`src/rtl/crc_pkg.sv`:
```
// -----------------------------------------------------------------------------
// crc_pkg
// Shared definitions for the CRC receive path:
//   - default data width, CRC width and generator polynomial
//   - link-monitor state encoding
//   - xpow_mod(): constant function returning x^i mod divisor, used to build
//     the single-bit-error position table
// -----------------------------------------------------------------------------
package crc_pkg;

  localparam int         BW_DEF      = 4;
  localparam int         CRC_BW_DEF  = 3;
  localparam logic [3:0] DIVISOR_DEF = 4'b1011;

  typedef enum logic [1:0] {
    LOST    = 2'd0,
    LOCKED  = 2'd1,
    SUSPECT = 2'd2
  } mon_state_e;

  // Remainder of the monomial x^i divided by the generator. The syndrome of a
  // codeword with only bit i flipped equals this value, which is what makes
  // single-bit correction a table lookup.
  function automatic logic [31:0] xpow_mod(input int i, input logic [32:0] divisor,
                                           input int crc_bw);
    logic [32:0] r;
    r = 33'd1;
    for (int k = 0; k < i; k++) begin
      r = r << 1;
      if (r[crc_bw]) r = r ^ divisor;
    end
    return r[31:0];
  endfunction

endpackage

```
`src/rtl/crc_syndrome.sv`:
```
// -----------------------------------------------------------------------------
// crc_syndrome
// Combinational polynomial remainder: syndrome_o = word_i mod DIVISOR (GF(2)).
// Also usable on the transmit side by feeding {data, 0}.
// Ports:
//   word_i      in  BW+CRC_BW  word to divide, MSB = highest power
//   syndrome_o  out CRC_BW     remainder
// -----------------------------------------------------------------------------
module crc_syndrome
  import crc_pkg::*;
#(
  parameter int              BW      = BW_DEF,
  parameter int              CRC_BW  = CRC_BW_DEF,
  parameter logic [CRC_BW:0] DIVISOR = DIVISOR_DEF
) (
  input  logic [BW+CRC_BW-1:0] word_i,
  output logic [CRC_BW-1:0]    syndrome_o
);

  // Bit-serial long division unrolled across the word, MSB first.
  always_comb begin : div
    logic [CRC_BW-1:0] rem;
    logic [CRC_BW:0]   acc;
    // NOTE: every combinational variable gets a value before any branch, so
    // no path can leave it unassigned and infer a latch.
    rem = '0;
    acc = '0;
    for (int i = BW + CRC_BW - 1; i >= 0; i--) begin
      acc = {rem, word_i[i]};
      if (acc[CRC_BW]) acc = acc ^ DIVISOR;
      rem = acc[CRC_BW-1:0];
    end
    syndrome_o = rem;
  end

endmodule

```
`src/rtl/crc_receiver.sv`:
```
// -----------------------------------------------------------------------------
// crc_receiver
// Two-stage CRC check of {data, crc} codewords with a saturating error counter
// and a LOST/LOCKED/SUSPECT link monitor. Fixed 2-cycle latency, one word per
// cycle, no backpressure.
// Optional feature: define CRC_CORRECT_EN to repair single-bit errors via a
// syndrome-to-position table; otherwise corrected_o is tied 0 and no lookup
// logic exists.
// Ports:
//   clk        in   clock
//   rstn       in   synchronous active-low reset
//   in_valid   in   codeword qualifier
//   in         in   BW+CRC_BW codeword, data in the MSBs
//   cnt_clr    in   synchronous clear of err_cnt (wins over increment)
//   out_valid  out  out/crc_err/corrected valid
//   out        out  BW recovered data (held while out_valid=0)
//   crc_err    out  non-zero, uncorrected syndrome
//   corrected  out  single-bit error repaired
//   locked     out  monitor in LOCKED or SUSPECT
//   err_cnt    out  CNT_W saturating count of crc_err words
// -----------------------------------------------------------------------------
module crc_receiver
  import crc_pkg::*;
#(
  parameter int              BW          = BW_DEF,
  parameter int              CRC_BW      = CRC_BW_DEF,
  parameter logic [CRC_BW:0] DIVISOR     = DIVISOR_DEF,
  parameter int              ERR_THRESH  = 3,
  parameter int              GOOD_THRESH = 4,
  parameter int              CNT_W       = 8
) (
  input  logic                 clk,
  input  logic                 rstn,
  input  logic                 in_valid,
  input  logic [BW+CRC_BW-1:0] in,
  input  logic                 cnt_clr,
  output logic                 out_valid,
  output logic [BW-1:0]        out,
  output logic                 crc_err,
  output logic                 corrected,
  output logic                 locked,
  output logic [CNT_W-1:0]     err_cnt
);

  localparam int CW      = BW + CRC_BW;
  localparam int RUN_MAX = (ERR_THRESH > GOOD_THRESH) ? ERR_THRESH : GOOD_THRESH;
  localparam int RUN_W   = $clog2(RUN_MAX + 1);

  // ---------------------------------------------------------------------------
  // Stage 1: register the incoming word
  // ---------------------------------------------------------------------------
  logic          s1_valid_q;
  logic [CW-1:0] s1_word_q;

  always_ff @(posedge clk) begin
    // NOTE: the reset is sampled on the clock edge only (synchronous), so it
    // sits inside the clocked branch rather than in the sensitivity list.
    if (!rstn) begin
      // NOTE: sequential state is always written with <= so every flop samples
      // the pre-edge values of its neighbours.
      s1_valid_q <= 1'b0;
      s1_word_q  <= '0;
    end else begin
      s1_valid_q <= in_valid;
      s1_word_q  <= in;
    end
  end

  // ---------------------------------------------------------------------------
  // Stage 2: syndrome and decode
  // ---------------------------------------------------------------------------
  logic [CRC_BW-1:0] syndrome;
  logic [BW-1:0]     data_d;
  logic              err_d;
  logic              corr_d;

  crc_syndrome #(
    .BW      (BW),
    .CRC_BW  (CRC_BW),
    .DIVISOR (DIVISOR)
  ) u_syndrome (
    .word_i     (s1_word_q),
    .syndrome_o (syndrome)
  );

`ifdef CRC_CORRECT_EN
  // Entry i holds the syndrome produced by a lone error in codeword bit i.
  function automatic logic [CW*CRC_BW-1:0] build_pos_tbl();
    logic [CW*CRC_BW-1:0] t;
    t = '0;
    for (int i = 0; i < CW; i++) begin
      t[i*CRC_BW +: CRC_BW] = CRC_BW'(xpow_mod(i, 33'(DIVISOR), CRC_BW));
    end
    return t;
  endfunction

  localparam logic [CW*CRC_BW-1:0] POS_TBL = build_pos_tbl();

  always_comb begin : decode
    int unsigned   match_cnt;
    int unsigned   match_pos;
    logic [CW-1:0] fixed;
    match_cnt = 0;
    match_pos = 0;
    fixed     = s1_word_q;
    data_d    = s1_word_q[CW-1:CRC_BW];
    err_d     = (syndrome != '0);
    corr_d    = 1'b0;
    for (int i = 0; i < CW; i++) begin
      if (syndrome == POS_TBL[i*CRC_BW +: CRC_BW]) begin
        match_cnt = match_cnt + 1;
        match_pos = i;
      end
    end
    // Only an unambiguous match is trusted; a flip in a CRC bit still counts
    // as a repair even though the data bits are unchanged.
    if (syndrome != '0 && match_cnt == 1) begin
      fixed  = s1_word_q ^ (CW'(1) << match_pos);
      data_d = fixed[CW-1:CRC_BW];
      err_d  = 1'b0;
      corr_d = 1'b1;
    end
  end
`else
  always_comb begin : decode
    data_d = s1_word_q[CW-1:CRC_BW];
    err_d  = (syndrome != '0);
    corr_d = 1'b0;
  end
`endif

  logic          out_valid_q;
  logic [BW-1:0] out_q;
  logic          crc_err_q;
  logic          corrected_q;

  // Data/flag registers load only on a valid word so they hold between words.
  always_ff @(posedge clk) begin
    if (!rstn) begin
      out_valid_q <= 1'b0;
      out_q       <= '0;
      crc_err_q   <= 1'b0;
      corrected_q <= 1'b0;
    end else begin
      out_valid_q <= s1_valid_q;
      if (s1_valid_q) begin
        out_q       <= data_d;
        crc_err_q   <= err_d;
        corrected_q <= corr_d;
      end
    end
  end

  // ---------------------------------------------------------------------------
  // Saturating error counter; updates alongside the S2 output registers
  // ---------------------------------------------------------------------------
  logic [CNT_W-1:0] err_cnt_q, err_cnt_d;

  always_comb begin
    err_cnt_d = err_cnt_q;
    if (cnt_clr) begin
      err_cnt_d = '0;
    end else if (s1_valid_q && err_d && err_cnt_q != '1) begin
      err_cnt_d = err_cnt_q + CNT_W'(1);
    end
  end

  always_ff @(posedge clk) begin
    if (!rstn) err_cnt_q <= '0;
    else       err_cnt_q <= err_cnt_d;
  end

  // ---------------------------------------------------------------------------
  // Link monitor: state advances on the same edge that presents the word, and
  // locked is taken from the next state so it moves together with out_valid.
  // ---------------------------------------------------------------------------
  mon_state_e       state_q, state_d;
  logic [RUN_W-1:0] good_run_q, good_run_d;
  logic [RUN_W-1:0] err_run_q, err_run_d;
  logic             locked_q;

  always_comb begin
    state_d    = state_q;
    good_run_d = good_run_q;
    err_run_d  = err_run_q;
    if (s1_valid_q) begin
      unique case (state_q)
        LOST: begin
          if (err_d) begin
            good_run_d = '0;
          end else if (good_run_q + RUN_W'(1) == RUN_W'(GOOD_THRESH)) begin
            state_d    = LOCKED;
            good_run_d = '0;
          end else begin
            good_run_d = good_run_q + RUN_W'(1);
          end
        end
        LOCKED: begin
          if (err_d) begin
            state_d   = SUSPECT;
            err_run_d = RUN_W'(1);
          end
        end
        SUSPECT: begin
          if (!err_d) begin
            state_d   = LOCKED;
            err_run_d = '0;
          end else if (err_run_q + RUN_W'(1) == RUN_W'(ERR_THRESH)) begin
            state_d   = LOST;
            err_run_d = '0;
          end else begin
            err_run_d = err_run_q + RUN_W'(1);
          end
        end
        default: begin
          state_d    = LOST;
          good_run_d = '0;
          err_run_d  = '0;
        end
      endcase
    end
  end

  always_ff @(posedge clk) begin
    if (!rstn) begin
      state_q    <= LOST;
      good_run_q <= '0;
      err_run_q  <= '0;
      locked_q   <= 1'b0;
    end else begin
      state_q    <= state_d;
      good_run_q <= good_run_d;
      err_run_q  <= err_run_d;
      locked_q   <= (state_d != LOST);
    end
  end

  assign out_valid = out_valid_q;
  assign out       = out_q;
  assign crc_err   = crc_err_q;
  assign corrected = corrected_q;
  assign locked    = locked_q;
  assign err_cnt   = err_cnt_q;

endmodule

```
`config.mk`:
```
export PLATFORM = sky130hd
export DESIGN_NAME = crc_receiver
export DESIGN_NICKNAME = d
export VERILOG_FILES = /design/src/rtl/crc_pkg.sv /design/src/rtl/crc_syndrome.sv /design/src/rtl/crc_receiver.sv
export SDC_FILE = /design/constraint.sdc
export NUM_CORES = 1
export LEC_CHECK = 0
export BUFFER_PORTS_ARGS = -buffer_cell sky130_fd_sc_hd__buf_2
export CORE_MARGIN = 2
export CORE_UTILIZATION = 40
export CTS_CLUSTER_DIAMETER = 80
export DETAILED_ROUTE_END_ITERATION = 8
export PLACE_DENSITY = 0.56
export SETUP_SLACK_MARGIN = 0.15
export SKIP_LAST_GASP = 1
export SYNTH_ARGS = -nofsm -noshare
export SYNTH_HDL_FRONTEND = slang
export SYNTH_SLANG_ARGS = --single-unit
```
`constraint.sdc`:
```
create_clock -name clk -period 5.55 [get_ports clk]
set_clock_uncertainty 0.15 [all_clocks]
set_input_delay 0.8325 -clock clk [delete_from_list [all_inputs] [get_ports clk]]
set_output_delay 0.8325 -clock clk [all_outputs]
set_load 0.02 [all_outputs]
```
==> After elaboration in Yosys (flattened, before gate mapping) <==
Index checks and enable logic that the tools add are counted.
{ "op_classes": {"mux": 18, "n_addsub": 3, "reduce_logical": 9, "eq_ne": 6, "n_bitwise": 7} }
{ "ops": {"columns": ["cell", "count"], "rows": [
  ["two-way mux 2 bit", 10],
  ["two-way mux 3 bit", 5],
  ["one-hot mux 3 bit (3 select lines)", 1],
  ["adder 8 x 1 -> 8 bit (second input constant)", 1],
  ["!= test 8 bit (second input constant)", 1],
  ["inverter 2 bit", 4],
  ["adder 3 x 1 -> 3 bit (second input constant)", 2],
  ["one-hot mux 2 bit (3 select lines)", 1],
  ["one-hot mux 3 bit (2 select lines)", 1],
  ["OR reduction 2 bit", 2],
  ["equality test 3 x 2 -> 1 bit (second input constant)", 1],
  ["equality test 3 bit (second input constant)", 1],
  ["inverter 1 bit", 3],
  ["AND reduction 3 bit", 1],
  ["nonzero test 3 bit", 1],
  ["equality test 2 x 1 -> 1 bit (second input constant)", 1],
  ["equality test 2 bit (second input constant)", 1],
  ["logical AND 1 bit", 2],
  ["logical NOT 2 bit", 1],
  ["!= test 2 bit (second input constant)", 1],
  ["AND reduction 2 bit", 1],
  ["nonzero test 2 bit", 1]
]} }
{ "totals": {"wordCells": 53, "reg_bits": 31, "inputBits": 11} }

==> Longest topological paths before layout <==
{ "logic_depth": {"word_depth": 13, "mapped_depth": 8, "ltp_nobuf": 7} }

==> Hierarchy <==
Synthesis repeated with hierarchy kept, for this count alone.
{ "unflattened": {"hier_cells": 160, "area_unflattened_um2": 1527.7} }
{ "by_module_without_submodules": {"columns": ["mod", "cells_each", "instances", "area_each_um2"], "rows": [
  ["crc_receiver", 152, 1, 1450.1],
  ["crc_syndrome", 8, 1, 77.6]
]} }

==> Worst setup path after synthesis <==
OpenSTA, ideal clock, no wires.
{ "synth_path": {"path_kind": "flip-flop to flip-flop", "startpoint": "register s1_word_q[4]", "endpoint": "register locked_q, in the netlist locked", "stages_incl_launch_ff": 7, "arrival_ns": 1.714, "setup_slack_ns": 3.559, "n_path_buf": 0, "synth_period_minus_slack_ns": 1.991, "required_time_ns": 5.273, "setup_time_ns": 0.127, "path_cell_list": "dfxtp_1 xor2_1 mux2i_1 a2bb2oi_4 and2_4 a32o_1 or3b_1"} }
{ "synth_via": {"elab_chain_cells": 10, "elab_cells_between_ends": 12, "classes_between": "mux: 8; bitwise: 2; reduce/logical: 2"} }
{ "synth_rtl": {"columns": ["element", "line_no", "source"], "rows": [
  ["from (decl)", "crc_receiver.sv:53", "logic [CW-1:0] s1_word_q;"],
  ["from (signal assigned)", "crc_receiver.sv:65", "s1_word_q <= in;"],
  ["inverter 2 bit (no source line)", null, null],
  ["two-way mux 2 bit * (2 in series)", "crc_syndrome.sv:30", "if (acc[CRC_BW]) acc = acc ^ DIVISOR;"],
  ["inverter 2 bit (no source line)", null, null],
  ["two-way mux 2 bit", "crc_syndrome.sv:30", null],
  ["nonzero test 3 bit *", "crc_receiver.sv:127", "err_d = (syndrome != '0);"],
  ["two-way mux 2 bit (on tied branches)", "crc_receiver.sv:205, crc_receiver.sv:189, crc_receiver.sv:199", null],
  ["one-hot mux 2 bit (3 select lines) *", "crc_receiver.sv:187", "unique case (state_q)"],
  ["two-way mux 2 bit *", "crc_receiver.sv:186", "if (s1_valid_q) begin"],
  ["nonzero test 2 bit *", "crc_receiver.sv:234", "locked_q <= (state_d != LOST);"],
  ["to (signal assigned)", "crc_receiver.sv:234", null],
  ["to (decl)", "crc_receiver.sv:180", "logic locked_q;"]
]} }
Every way passes the cells marked *; elsewhere a longest branch is shown, timed or not.
A chain may end at the register's enable or synchronous reset.

==> Worst setup path in the final report <==
{ "layout_path": {"startpoint": "register s1_word_q[4]", "endpoint": "register err_cnt_q[5], in the netlist err_cnt[5]"} }
{ "layout_via": {"elab_chain_cells": 8} }
{ "layout_rtl": {"columns": ["element", "line_no", "source"], "rows": [
  ["inverter 2 bit (no source line)", null, null],
  ["two-way mux 2 bit * (2 in series)", "crc_syndrome.sv:30", null],
  ["inverter 2 bit (no source line)", null, null],
  ["two-way mux 2 bit", "crc_syndrome.sv:30", null],
  ["nonzero test 3 bit *", "crc_receiver.sv:127", null],
  ["logical AND 1 bit * (2 in series)", "crc_receiver.sv:163", "end else if (s1_valid_q && err_d && err_cnt_q != '1) begin"],
  ["to (signal assigned)", "crc_receiver.sv:170", "else err_cnt_q <= err_cnt_d;"],
  ["to (decl)", "crc_receiver.sv:157", "logic [CNT_W-1:0] err_cnt_q, err_cnt_d;"]
]} }
Marks and branches as above.

==> impl_metrics.csv <==
group,metric,value,unit
finish,drive_gt1_share,17.6,%
global_routing,grt_pass1_vias,1182,
pwr,peakVddDrop,0.145,mV
timing,fmax,458,MHz
logic_synthesis,synthArstFlopShare,0,%
logic_synthesis,synthesis.area,1540,um^2
setup_path,cp_slowest_stage_delay,0.47,ns
floorplanning,core_area,3690,um^2
clock_network,cts_tree,"done",
pwr,p_per_area,251,nW/um^2
timing,period_share,39.3,%
drt,drc,0,
setup_path,startpoint_type,"flop",
finish,final_util,48.1,%
run,max-cap-violations,0,
logic_synthesis,avgSynthCellArea,8.90,um^2
global_routing,grt-ovfl-total,0,
outcome,outcome,"finished, final reports clean",
setup_path,critPathMaxFanout,14,
clock_network,cts_buffers,5,
clock_network,cts_sinks,31,
clock_network,root_buffer,"clkbuf_8",
finish,nFillCells,371,
logic_synthesis,synth_ff_type,"dfxtp_1",
timing,slew_violations,0,
clock_network,post_cts.repair.setup_buffers,0,
logic_synthesis,ys_warn_count,0,
drt,wirelength,3.10,mm
timing,finalHoldViolations,0,
timing,min_period,2.18,ns
drt,drtAntennaViolNets,0,
logic_synthesis,ys_seq_area_share,40.3,%
floorplanning,io_pins,27,
drt,via_count,1254,
worst_hold_path,min_path_cells,2,
worst_hold_path,min_path_type,"flop to flop",
finish,areaGrowthSynthToFinish,15.4,%
floorplanning,initial_core_util,41.7,%
logic_synthesis,synth_edf_count,0,
clock_network,clk_path_buf_depth,2,
setup_path,crit_chain,"xor2_1 -> mux2i_1 -> a2bb2oi_4 -> and2_4 -> or4_1 -> a21oi_1",
global_routing,grt_max_degree,17,
floorplanning,die-area,4360,um^2
pwr,p_leak,0.725,nW
clock_network,ctsHtreeMaxLevel,2,
drt,via_per_inst,5.08,
timing,setup_violations,0,
logic_synthesis,ys_types,39,
drt,drt_iter0_drc,61,
global_routing,antenna_found_initial,0,
timing,slew-limit-headroom,63.3,%
global_routing,grt_pass1_wl,5.09,mm
clock_network,clk_pin_slew,0.07,ns
timing,fin_ws,3.37,ns
setup_path,worst-r2r-cell-count,6,
place,gp_congestion,0.783,
floorplanning,die_h,66.0,um
drt,wl_per_cell,12.5,um
setup_path,critPathCaptureType,"flop",
logic_synthesis,syn_inst,173,
finish,num-nets-final,218,
logic_synthesis,syn_nets,193,
global_routing,grtUsageTotal,15.3,%
clock_network,clk_latency,0.28,ns
setup_path,arrival,2.24,ns
clock_network,cts_resized,0,
setup_path,slowest_stage,"or4_1",
clock_network,cts.hold.buffers_added,0,
place,dp_hpwl,2.28,mm
timing,max_slew.worst_pin.slew,0.549,ns
floorplanning,num_rows,22,
logic_synthesis,yosys_register_bits,31,
place,port_buffers,25,
timing,finalSetupTns,0,ns
setup_path,crit_required,5.60,ns
floorplanning,die_x,66.0,um
place,pre_cts_slack,3.23,ns
timing,rsz0062_at_grt,"no",
drt,first_pass_iters,4,
finish,antennaDiodeCount,0,
setup_path,critPathKind,"flop to flop",
[flip-flops by register name, indices dropped and copies added, names as in the netlist]
register    count
err_cnt         8
err_run_q       3
locked          1
state_q         2
good_run_q      3
out             4
out_valid       1
s1_word_q       7
crc_err         1
s1_valid_q      1
[cell usage after synthesis (2+ instances only)]
master	n	share of area, %
buf_4	2	0.98
inv_1	9	2.2
mux2i_1	7	4.6
a211oi_1	6	2.9
xor2_1	2	1.1
ha_1	9	7.3
a21oi_1	9	2.9
clkbuf_1	3	0.73
nor2b_1	3	1.2
xnor2_1	8	4.6
and2_1	9	3.7
nand4_1	5	2.0
nand3_1	4	1.3
nor2_1	19	4.6
o211ai_1	2	0.98
o31ai_1	2	0.98
dfxtp_1	31	40
nand2_1	11	2.7
nand2b_1	4	1.6
buf_1	2	0.49
nor3_1	3	0.98
and4_1	2	1.1
o21ai_0	5	1.6
[where the power goes]
| part | total (mW) | internal (mW) | switching (mW) | leakage (nW) |
|---|---|---|---|---|
| Sequential | 0.234 | 0.228 | 0.00580 | 0.253 |
| Clock | 0.171 | 0.0875 | 0.0832 | 0.0412 |
| Combinational | 0.0418 | 0.0175 | 0.0243 | 0.431 |
[path summary, 6_finish.rpt]
path / startpoint / to / slack [ns]
setup / recovery: s1_word_q[4] / err_cnt[5] / 3.37
hold / removal: good_run_q[2] / good_run_q[2] / 0.33
setup reg to reg: s1_word_q[4] / err_cnt[5] / 3.37
hold reg to reg: good_run_q[2] / good_run_q[2] / 0.33
[kinds of logic (layout without fill, tap and decap cells)]
logic type,count (synthesis),count (layout),synth area share (%)
fa+ha+maj,9,9,7.32
buf+inv,16,42,4.39
compound gates,32,32,14.8
flops,31,31,40.3
simple gates,67,67,22.7
mux,7,7,4.55
other cells,1,1,0.244
xor+xnor,10,10,5.69
[final cells by class]
cell class | instances | area (um^2) | area share [%]
Timing Repair Buffer | 25 | 125 | 7.05
Sequential cell | 31 | 621 | 35.0
Tap cell | 48 | 60.1 | 3.38
Inverter | 9 | 33.8 | 1.90
Clock inverter | 2 | 12.5 | 0.705
Multi-Input combinational cell | 126 | 851 | 47.9
Clock buffer | 6 | 72.6 | 4.09
[layer usage]
metal | routed length, um | global-route usage (%) | share of wire, %
met2 | 1450 | 25.0 | 47
met1 | 1480 | 18.5 | 48
met4 | 33 | 6.38 | 1.1
met3 | 136 | 4.60 | 4.4
met5 | 0 | 0 | 0
[per-stage QoR]
stage               area (um^2)  instances  power [mW]  hold slack, ns
global route               1780        247       0.467           0.360
global placement           1690        239       0.279           0.305
detailed placement         1690        239       0.281           0.318
CTS                        1780        247       0.452           0.328
floorplan                  1540        173       0.271           0.295
finish                     1780        247       0.446           0.328
[critical path: cells and delay by family, from the launching register on]
| kind | cells | cell delay [ns] |
|---|---|---|
| simple gates | 2 | 0.69 |
| flops | 1 | 0.38 |
| mux | 1 | 0.33 |
| xor+xnor | 1 | 0.29 |
| compound gates | 2 | 0.27 |
[cell usage in the layout, fill, tap and decap left out, drive strengths merged, types with 2 or more instances in the layout]
master | netlist | final
a211oi | 6 | 6
a21oi | 9 | 9
and2 | 10 | 10
and4 | 2 | 2
buf | 4 | 25
clkbuf | 3 | 6
dfxtp | 31 | 31
ha | 9 | 9
inv | 9 | 9
mux2i | 7 | 7
nand2 | 11 | 11
nand2b | 4 | 4
nand3 | 4 | 4
nand4 | 5 | 5
nor2 | 19 | 19
nor2b | 3 | 3
nor3 | 3 | 3
o211ai | 2 | 2
o21ai | 5 | 5
o31ai | 2 | 2
xnor2 | 8 | 8
xor2 | 2 | 2
Note: power is estimated with default switching activity, not from simulation.
